File: src/rtl/touch_stroke_rasterizer.sv
// touch_stroke_rasterizer
// Converts successive touch samples into continuous pen strokes. Each accepted
// sample is joined to the previous pen position with a Bresenham line. The
// line is emitted one pixel per enabled cycle as VRAM write transactions.
//
// Optional feature macro: TOUCH_STROKE_BRUSH_PLUS_EN
//   When defined, each line pixel is stamped as a 5-pixel plus, in the order
//   centre, x-1, x+1, y-1, y+1. Off-screen neighbours still take a cycle but
//   produce no write. When undefined, the pen is a single pixel.
//
// Ports:
//   clk         system clock
//   rst         synchronous, active-high reset
//   ena         1 = may sample and write; 0 = hold all state, wr_ena forced 0
//   touch_valid level, high while a finger is present
//   touch_x     touch column (9 bits)
//   touch_y     touch row (9 bits)
//   wr_ena      registered VRAM write strobe
//   wr_addr     registered VRAM address, y*DISPLAY_WIDTH+x
//   wr_data     registered pixel colour
//   busy        high while a segment is being set up or drawn
//   pen_down    high while a stroke is in progress
module touch_stroke_rasterizer #(
    parameter int          DISPLAY_WIDTH  = 240,
    parameter int          DISPLAY_HEIGHT = 320,
    parameter int          VRAM_L         = DISPLAY_WIDTH * DISPLAY_HEIGHT,
    parameter logic [15:0] PEN_COLOR      = 16'hFFFF
) (
    input  logic                      clk,
    input  logic                      rst,
    input  logic                      ena,
    input  logic                      touch_valid,
    input  logic [8:0]                touch_x,
    input  logic [8:0]                touch_y,
    output logic                      wr_ena,
    output logic [$clog2(VRAM_L)-1:0] wr_addr,
    output logic [15:0]               wr_data,
    output logic                      busy,
    output logic                      pen_down
);

    localparam int AW = $clog2(VRAM_L);
    localparam logic [8:0] X_LIM = 9'(DISPLAY_WIDTH);
    localparam logic [8:0] Y_LIM = 9'(DISPLAY_HEIGHT);

    typedef enum logic [1:0] {IDLE, SETUP, DRAW} state_t;

    state_t state, next_state;

    logic [8:0] last_x, last_y;
    logic [8:0] x0, y0, x1, y1;
    logic [8:0] cur_x, cur_y;
    logic signed [10:0] dx, dy, err;
    logic sx_neg, sy_neg;

    logic in_range, same_pt, accept;
    logic signed [10:0] dx_raw, dy_raw, dx_abs, dy_abs;
    logic signed [11:0] e2, dx12, dy12;
    logic step_x, step_y, at_end;
    logic signed [10:0] err_next;
    logic [8:0] cur_x_next, cur_y_next;

    logic [8:0] stamp_x, stamp_y;
    logic stamp_ok, step_done;
    logic [AW-1:0] pix_addr;

`ifdef TOUCH_STROKE_BRUSH_PLUS_EN
    localparam logic [8:0] X_MAX = 9'(DISPLAY_WIDTH - 1);
    localparam logic [8:0] Y_MAX = 9'(DISPLAY_HEIGHT - 1);
    logic [2:0] sub;
`endif

    assign busy = (state != IDLE);

    // Sample qualification: a sample is only worth drawing if it lies on
    // screen and, during a stroke, actually moves the pen.
    always_comb begin
        in_range = (touch_x < X_LIM) && (touch_y < Y_LIM);
        same_pt  = pen_down && (touch_x == last_x) && (touch_y == last_y);
        accept   = touch_valid && in_range && !same_pt;
    end

    // Bresenham setup and step. Zero-extended to 11 bits so that the
    // differences of two 9-bit coordinates never overflow. e2 is one bit
    // wider again so that 2*err is exact.
    always_comb begin
        dx_raw = $signed({2'b00, x1}) - $signed({2'b00, x0});
        dy_raw = $signed({2'b00, y1}) - $signed({2'b00, y0});
        dx_abs = dx_raw[10] ? -dx_raw : dx_raw;
        dy_abs = dy_raw[10] ? -dy_raw : dy_raw;

        e2     = $signed({err, 1'b0});
        dx12   = $signed({dx[10], dx});
        dy12   = $signed({dy[10], dy});
        step_x = (e2 >= dy12);
        step_y = (e2 <= dx12);

        err_next   = err + (step_x ? dy : 11'sd0) + (step_y ? dx : 11'sd0);
        cur_x_next = step_x ? (sx_neg ? cur_x - 9'd1 : cur_x + 9'd1) : cur_x;
        cur_y_next = step_y ? (sy_neg ? cur_y - 9'd1 : cur_y + 9'd1) : cur_y;
        at_end     = (cur_x == x1) && (cur_y == y1);
    end

    // Pixel actually written this cycle. With the brush, a sub-step counter
    // walks the plus shape and the line only advances after the last arm.
    always_comb begin
        stamp_x   = cur_x;
        stamp_y   = cur_y;
        stamp_ok  = 1'b1;
        step_done = 1'b1;
`ifdef TOUCH_STROKE_BRUSH_PLUS_EN
        step_done = (sub == 3'd4);
        case (sub)
            3'd1: begin stamp_x = cur_x - 9'd1; stamp_ok = (cur_x != 9'd0);  end
            3'd2: begin stamp_x = cur_x + 9'd1; stamp_ok = (cur_x != X_MAX); end
            3'd3: begin stamp_y = cur_y - 9'd1; stamp_ok = (cur_y != 9'd0);  end
            3'd4: begin stamp_y = cur_y + 9'd1; stamp_ok = (cur_y != Y_MAX); end
            default: ;
        endcase
`endif
        pix_addr = AW'(stamp_y) * AW'(DISPLAY_WIDTH) + AW'(stamp_x);
    end

    always_ff @(posedge clk) begin
        if (rst) state <= IDLE;
        else     state <= next_state;
    end

    always_comb begin
        next_state = state;
        if (ena) begin
            case (state)
                IDLE:    if (accept) next_state = SETUP;
                SETUP:   next_state = DRAW;
                DRAW:    if (at_end && step_done) next_state = IDLE;
                default: next_state = IDLE;
            endcase
        end
    end

    always_ff @(posedge clk) begin
        if (rst) begin
            wr_ena   <= 1'b0;
            wr_addr  <= '0;
            wr_data  <= '0;
            pen_down <= 1'b0;
            last_x   <= '0;
            last_y   <= '0;
            x0       <= '0;
            y0       <= '0;
            x1       <= '0;
            y1       <= '0;
            cur_x    <= '0;
            cur_y    <= '0;
            dx       <= '0;
            dy       <= '0;
            err      <= '0;
            sx_neg   <= 1'b0;
            sy_neg   <= 1'b0;
`ifdef TOUCH_STROKE_BRUSH_PLUS_EN
            sub      <= '0;
`endif
        end else begin
            wr_ena <= 1'b0;
            if (ena) begin
                case (state)
                    IDLE: begin
                        if (!touch_valid) begin
                            pen_down <= 1'b0;
                        end else if (accept) begin
                            x1       <= touch_x;
                            y1       <= touch_y;
                            // Pen up: start and end coincide, giving a dot.
                            x0       <= pen_down ? last_x : touch_x;
                            y0       <= pen_down ? last_y : touch_y;
                            pen_down <= 1'b1;
                        end
                    end
                    SETUP: begin
                        dx     <= dx_abs;
                        dy     <= -dy_abs;
                        err    <= dx_abs - dy_abs;
                        sx_neg <= dx_raw[10];
                        sy_neg <= dy_raw[10];
                        cur_x  <= x0;
                        cur_y  <= y0;
`ifdef TOUCH_STROKE_BRUSH_PLUS_EN
                        sub    <= '0;
`endif
                    end
                    DRAW: begin
                        wr_ena <= stamp_ok;
                        if (stamp_ok) begin
                            wr_addr <= pix_addr;
                            wr_data <= PEN_COLOR;
                        end
`ifdef TOUCH_STROKE_BRUSH_PLUS_EN
                        sub <= step_done ? 3'd0 : sub + 3'd1;
`endif
                        if (step_done) begin
                            if (at_end) begin
                                last_x <= x1;
                                last_y <= y1;
                            end else begin
                                err   <= err_next;
                                cur_x <= cur_x_next;
                                cur_y <= cur_y_next;
                            end
                        end
                    end
                    default: ;
                endcase
            end
        end
    end

endmodule

File: config.mk
export PLATFORM = sky130hd
export DESIGN_NAME = touch_stroke_rasterizer
export DESIGN_NICKNAME = d
export VERILOG_FILES = /design/src/rtl/touch_stroke_rasterizer.sv
export SDC_FILE = /design/constraint.sdc
export NUM_CORES = 1
export LEC_CHECK = 0
export ABC_AREA = 1
export ABC_CLOCK_PERIOD_IN_PS = 4400
export BUFFER_PORTS_ARGS = -buffer_cell sky130_fd_sc_hd__buf_2
export CORE_ASPECT_RATIO = 1.2
export CORE_MARGIN = 3
export CORE_UTILIZATION = 43
export CTS_CLUSTER_SIZE = 25
export DETAILED_ROUTE_END_ITERATION = 7
export GPL_TIMING_DRIVEN = 0
export SLEW_MARGIN = 25
export SYNTH_ARGS = -nofsm -noshare
export SYNTH_HDL_FRONTEND = slang
export SYNTH_SLANG_ARGS = --single-unit
File: constraint.sdc
create_clock -name clk -period 4.4 [get_ports clk]
set_input_delay 0.66 -clock clk [delete_from_list [all_inputs] [get_ports clk]]
set_output_delay 0.66 -clock clk [all_outputs]
set_load 0.01 [all_outputs]
==> results.md, run 1 <==
* Hold Vio Cnt, Final at 0
* Syn. warnings at 0
* Fin cells at between 1500 and 2000
* Kind of start point of the critical path: register
* CTS max path bufs at 2
* Final cycle utilization of the critical path at 0.9419
* Utilization after layout at 0.4935
* Row cnt at 62
* Hold Crit Start: dx[10]
* Mapped Nets at 1677
* Worst EP arrival at about 4.4 ns
* Worst EP required at between 4 and 5 ns
* Seq/Total Area, Yosys at 0.2439
* Register bit total from synthesis at 129
* CTS tree: built
* Core Region at between 20000 and 25000 sq um
* Full die area at approximately 27000 sq um
* CTS Root Cell: clkbuf_16
* Clock Skew at about 0.012 ns
* R2R Path Start: x0[2]
* Worst skew pair latency at 0.43 ns
* CTS Hold Bufs at 0
* Setup crit start: x0[2]
* GR Overflow Total at 0
* Largest net degree at the start of global routing at 18
* LEAKAGE at between 5 and 6 nW
* Crit path max-delay family: compound AO/OA/AOI/OAI gates
* WP depth at 25
* Placed cells at between 1500 and 2000
* Max FO, Critical Path at 10
* GPL Wtd Cong at 0.9251
* Fin crit period at between 4 and 5 ns
* Post-CTS Setup Inserts at 0
* P_sw at 1.774 mW
* Vias per inst at ~5.2
* Number of global-route vias before repair at just under 10000
* # DRC at 0
* MaxCap Viol Count at 0
* Via count at roughly 10000
* Mean Syn Cell Area at ~6.9 sq um
* Reg clk slew, reported paths at around 0.070 ns
* Die width at 149.2 um
* # diodes at 0
* Slew HR at 0.4515
* Nets at around 1800
* Area Overhead vs Synth at 12.10%
* PortBufs at 56
* Antenna viol nets, final at 0
* Synth async-reset ratio at 0
* TritonCTS buffer count at 17
* Die Ht at about 180 um
* Crit path largest cell delay at ~0.42 ns
* Crit path top cell by count: nand2_1
* Hold Crit Depth at 2
* PD cells at 366.0 nW/um^2
* DR iter-0 viols at 649
* Final Setup Violations at 0
* Post-Synthesis Cells at 1526
* DPL Wire Length at roughly 26 mm
* Final Slew Violations at 0
* GRT Util Overall at 0.2494
* Share of layout cells above drive strength 1 at 0.09491
* P_int at roughly 2.6 mW
* Top-Level Pins at 58
* DRT Pass-1 Iters at 5
* Crit path buf inv count at 4
* R2r worst-path depth at 25
* Combinational share of power at 0.403
* Sw Ratio at 0.4083
* RSZ-0062 raised after global routing: no
* Routed wire length at between 30 and 40 mm
* H-tree levels at 4
* Initial Utilization at 0.4403
* Status: complete, no violations
* Crit end category: register
* Initial antenna violation count at 0
* F_max at around 240 MHz
* CTS Sinks at between 100 and 150
* Slew @ Worst Pin at 0.8197 ns
* Primary FF master, synth: dfxtp_1
* First-pass GRT wire length at between 50 and 60 mm
* Worst hold path type: reg -> reg
* Synth cell types at 48
* WL per Instance at ~17 um
* Post-synth EDFFs at 0
* Slowest-stage cell, CP: dfxtp_1
* Clock Power Share at 0.311
* VDD IR max at roughly 0.00027 V
* Flop pwr share at 0.286
* Area of the mapped netlist at approximately 11000 sq um
* Crit Path Class: reg -> reg
==> cell usage after synthesis (12+ instances only) <==
cell type / n / area (sq um)
xnor2_1: 27 / 236.5
o21ai_0: 147 / 735.7
buf_4: 15 / 112.6
nand2_1: 295 / 1107
o21bai_1: 12 / 90.09
ha_1: 97 / 1214
inv_1: 235 / 882.1
xor2_1: 44 / 385.4
dfxtp_1: 129 / 2582
nand4_1: 26 / 162.7
clkbuf_1: 35 / 131.4
nand3_1: 61 / 305.3
nor3_1: 15 / 75.07
a21oi_1: 162 / 810.8
a31oi_1: 16 / 100.1
nor2_1: 86 / 322.8
fa_1: 32 / 640.6
==> logic make-up (layout without fill, tap and decap cells) <==
group                    count (synthesis)  count (layout)  synth area share
XOR/XNOR                                74              74           0.06547
flip-flops                             129             129            0.2439
AND/OR/NAND/NOR                        517             517            0.2108
adder cells (fa/ha/maj)                129             129            0.1751
AO/OA/AOI/OAI                          375             375            0.1904
buffers and inverters                  302             388            0.1143
==> cells in the final DEF, fill, tap and decap left out, types with 12 or more instances in the layout <==
master and count:
nand2_1 294, nor2_1 86, a31oi_1 16, clkbuf_16 17
inv_1 235, buf_2 66, a21oi_1 161, xor2_1 43
dfxtp_1 129, xnor2_1 26, o21ai_0 146, nand3_1 60
clkbuf_1 37, o21bai_1 12, nor3_1 15, nand4_1 26
ha_1 95, fa_1 32, buf_4 15
==> per-layer routing <==
| layer | global-route usage | vias to the layer above | routed length (um) |
|---|---|---|---|
| met1 | 0.3002 | 4635 | 13750 |
| met2 | 0.4367 | 225 | 15840 |
| li1 | - | 5139 | - |
| met5 | 0 | - | 0 |
| met3 | 0.03397 | 67 | 1265 |
| met4 | 0.1194 | 0 | 1473 |
==> tightest hold or removal path, cell delays in order, from the launching register on <==
cell and delay [ns]:
dfxtp_1 0.33, nand3_1 0.08, inv_1 0.04
==> path summary, 6_finish.rpt <==
kind	end	slack [ns]
hold reg to reg	dx[10]	0.48
hold / removal	dx[10]	0.48
setup / recovery	err[10]	0.26
setup reg to reg	err[10]	0.26
==> cell type report <==
cell class / count / area, sq um
fill: 2513 / 12180
sequential: 129 / 2582
buffer: 60 / 301.5
clock buffer: 20 / 436.7
clock inverter: 11 / 111.4
tap: 320 / 400.4
multi-input combinational: 1095 / 6849
inverter: 241 / 907.1
timing repair buffer: 56 / 280.3
==> repair_timing <==
item | CTS | global route
cloned | 0 | 0
endpoints found under the hold margin | 0 | 0
endpoints found under the setup margin | 1 | 5
resized for setup | 1 | 11
==> flip-flops by register name, summed over array words and instances (netlist names), 11 cells and up <==
register	cells
wr_addr	17
dy	11
err	11
dx	11
==> power groups by stage <==
stage	clock network [mW]	logic (mW)	registers (mW)
floorplan	0	1.27	1.25
global placement	0	1.69	1.26
detailed placement	0	1.69	1.26
CTS	1.37	1.70	1.24
global route	1.41	1.95	1.24
finish	1.35	1.75	1.24
==> per-stage QoR <==
stage	setup slack [ns]	TNS (ns)	cell area [sq um]	power (mW)	hold slack (ns)
floorplan	0.6778	0	10590	2.513	0.4488
global placement	-0.003687	-0.003687	11270	2.954	0.4655
CTS	0.06559	0	11810	4.310	0.4800
finish	0.2557	0	11870	4.344	0.4830
detailed placement	-0.06969	-0.06969	11270	2.960	0.4705
global route	0.005725	0	11870	4.607	0.5164
(Power assumes the default switching activity.)
==> run 2: changes to the inputs <==
CORE_ASPECT_RATIO = unset   (was 1.2)
==> results.md, run 2 (same netlist as run 1, synthesis figures left out) <==
* Final Setup Violations at 0
* Via count at between 10000 and 15000
* RSZ-0062 raised after global routing: no
* Crit end category: register
* Post-CTS Setup Inserts at 0
* Die Ht at around 160 um
* TritonCTS buffer count at 17
* Initial Utilization at 0.4444
* Max reg flops at 17
* P_sw at 1.790 mW
* Final cycle utilization of the critical path at 0.9225
* H-tree levels at 4
* VDD IR max at around 0.00024 V
* Slew HR at 0.4861
* Top-Level Pins at 58
* DPL Wire Length at 25.41 mm
* Clock Power Share at 0.330
* Core Region at 23820 sq um
* Worst hold path type: reg -> reg
* CTS Root Cell: clkbuf_16
* Number of global-route vias before repair at between 9000 and 10000
* Most common cell after layout, fill and taps aside: nand2_1
* Final Cell Area at about 12000 sq um
* Row cnt at 56
* # diodes at 0
* PortBufs at 56
* Biggest register: wr_addr
* Max FO, Critical Path at 10
* F_max at between 200 and 250 MHz
* Flop pwr share at 0.282
* Post-DP Area at 11270 sq um
* Worst EP arrival at 4.34 ns
* DR iter-0 viols at roughly 800
* CTS max path bufs at 2
* Filler cells at approximately 2500
* # DRC at 0
* Largest net degree at the start of global routing at 18
* Crit Path Class: reg -> reg
* Combinational share of power at 0.387
* CTS Hold Bufs at 0
* Reg clk slew, reported paths at 0.07 ns
* Commonest non-fill, non-tap cells in the layout: 294 x nand2_1, 235 x inv_1, 160 x a21oi_1
* GR Overflow Total at 0
* DRT Pass-1 Iters at 6
* Sw Ratio at 0.4082
* Die width at between 150 and 200 um
* Total power at about 4.4 mW
* Seq. cell area at between 2000 and 3000 sq um
* Worst skew pair latency at 0.44 ns
* Area Overhead vs Synth at 12.41%
* Final Slew Violations at 0
* GPL Wtd Cong at around 0.94
* MaxCap Viol Count at 0
* Fin crit period at around 4 ns
* Status: complete, no violations
* WL per Instance at around 16 um
* Slew @ Worst Pin at between 0.7 and 0.8 ns
* PD cells at ~370 nW/um^2
* Kind of start point of the critical path: register
* Setup TNS at 0 ns
* Antenna viol nets, final at 0
* Initial antenna violation count at 0
* Clock Skew at around 0.02 ns
* LEAKAGE at roughly 6.0 nW
* Worst EP required at ~4.7 ns
* Final hold slack at between 0.4 and 0.5 ns
* Hold Vio Cnt, Final at 0
* GRT Util Overall at 0.2446
* Full die area at around 27000 sq um
* Vias per inst at about 5.2
* P_int at approximately 2.6 mW
* Nets at ~1800
* CTS tree: built
* Multi-input logic area at 6838 sq um
* CTS Sinks at ~130
* Share of layout cells above drive strength 1 at 0.09733
* Routed wire length at roughly 32 mm
* First-pass GRT wire length at 51.05 mm
## run 2: changes by cell type in the layout (fill, tap and decap cells not counted), moves of 2 or more
cell        before  now
clkbuf_1        37   34
clkinv_4         4    2
clkinvlp_4       5    1
inv_6            1    8
inv_8            0    2
## run 2: final timing paths
kind | end | slack, ns | startpoint | cells after the start
min reg2reg | dx[10] | 0.48 | dx[10] | 2
max | err[10] | 0.34 | x0[2] | 25
min | dx[10] | 0.48 | dx[10] | 2
max reg2reg | err[10] | 0.34 | x0[2] | 25
## run 2: timing repair
action / 4_1_cts / 5_1_grt
resized for setup: 3 / 10
endpoints found under the setup margin: 2 / 4
endpoints found under the hold margin: 0 / 0
## run 2: layout make-up
class | instances | area share
buffer | 60 | 0.02555
clock buffer | 17 | 0.03574
clock inverter | 15 | 0.01377
inverter | 241 | 0.07622
multi-input combinational | 1095 | 0.5745
sequential | 129 | 0.2171
tap | 319 | 0.03354
timing repair buffer | 56 | 0.02355
## run 2: power groups by stage
stage	sequential (mW)	clock (mW)	combinational (mW)
floorplan	1.25	0	1.27
global placement	1.26	0	1.63
detailed placement	1.26	0	1.65
CTS	1.24	1.47	1.66
global route	1.24	1.52	1.89
finish	1.24	1.45	1.70
## run 2: worst max-delay path: stages, from the launching register on
cell and delay, ns:
dfxtp_1 0.41, inv_1 0.07, ha_1 0.35, a21o_1 0.18
o21bai_1 0.18, nand2_1 0.07, nand2_1 0.08, a21o_1 0.17
a21oi_2 0.23, clkbuf_4 0.25, nand2_1 0.07, xor2_1 0.23
inv_1 0.07, ha_1 0.29, inv_1 0.08, nor2_1 0.12
nor2_1 0.05, o21bai_1 0.22, nand4_1 0.19, nand2_1 0.10
nand2_1 0.07, nand2_1 0.06, a21oi_1 0.06, o21a_1 0.18
nand2_1 0.07, a21oi_1 0.06
## run 2: routing by layer
metal / vias to the layer above / track usage / part of all wire
li1: 5141 / - / -
met1: 4649 / 0.3275 / 0.45
met2: 262 / 0.4094 / 0.47
met3: 50 / 0.03637 / 0.054
met4: 0 / 0.07151 / 0.026
met5: - / 0 / 0
## run 2: metrics by stage
step                std cells    util  setup WS (ns)
finish                   1932  0.4996         0.3409
global route             1932  0.4996        0.01760
CTS                      1932  0.4979        0.03497
detailed placement       1901  0.4730        -0.2832
global placement         1901  0.4730        -0.1888
floorplan                1526       -         0.6778
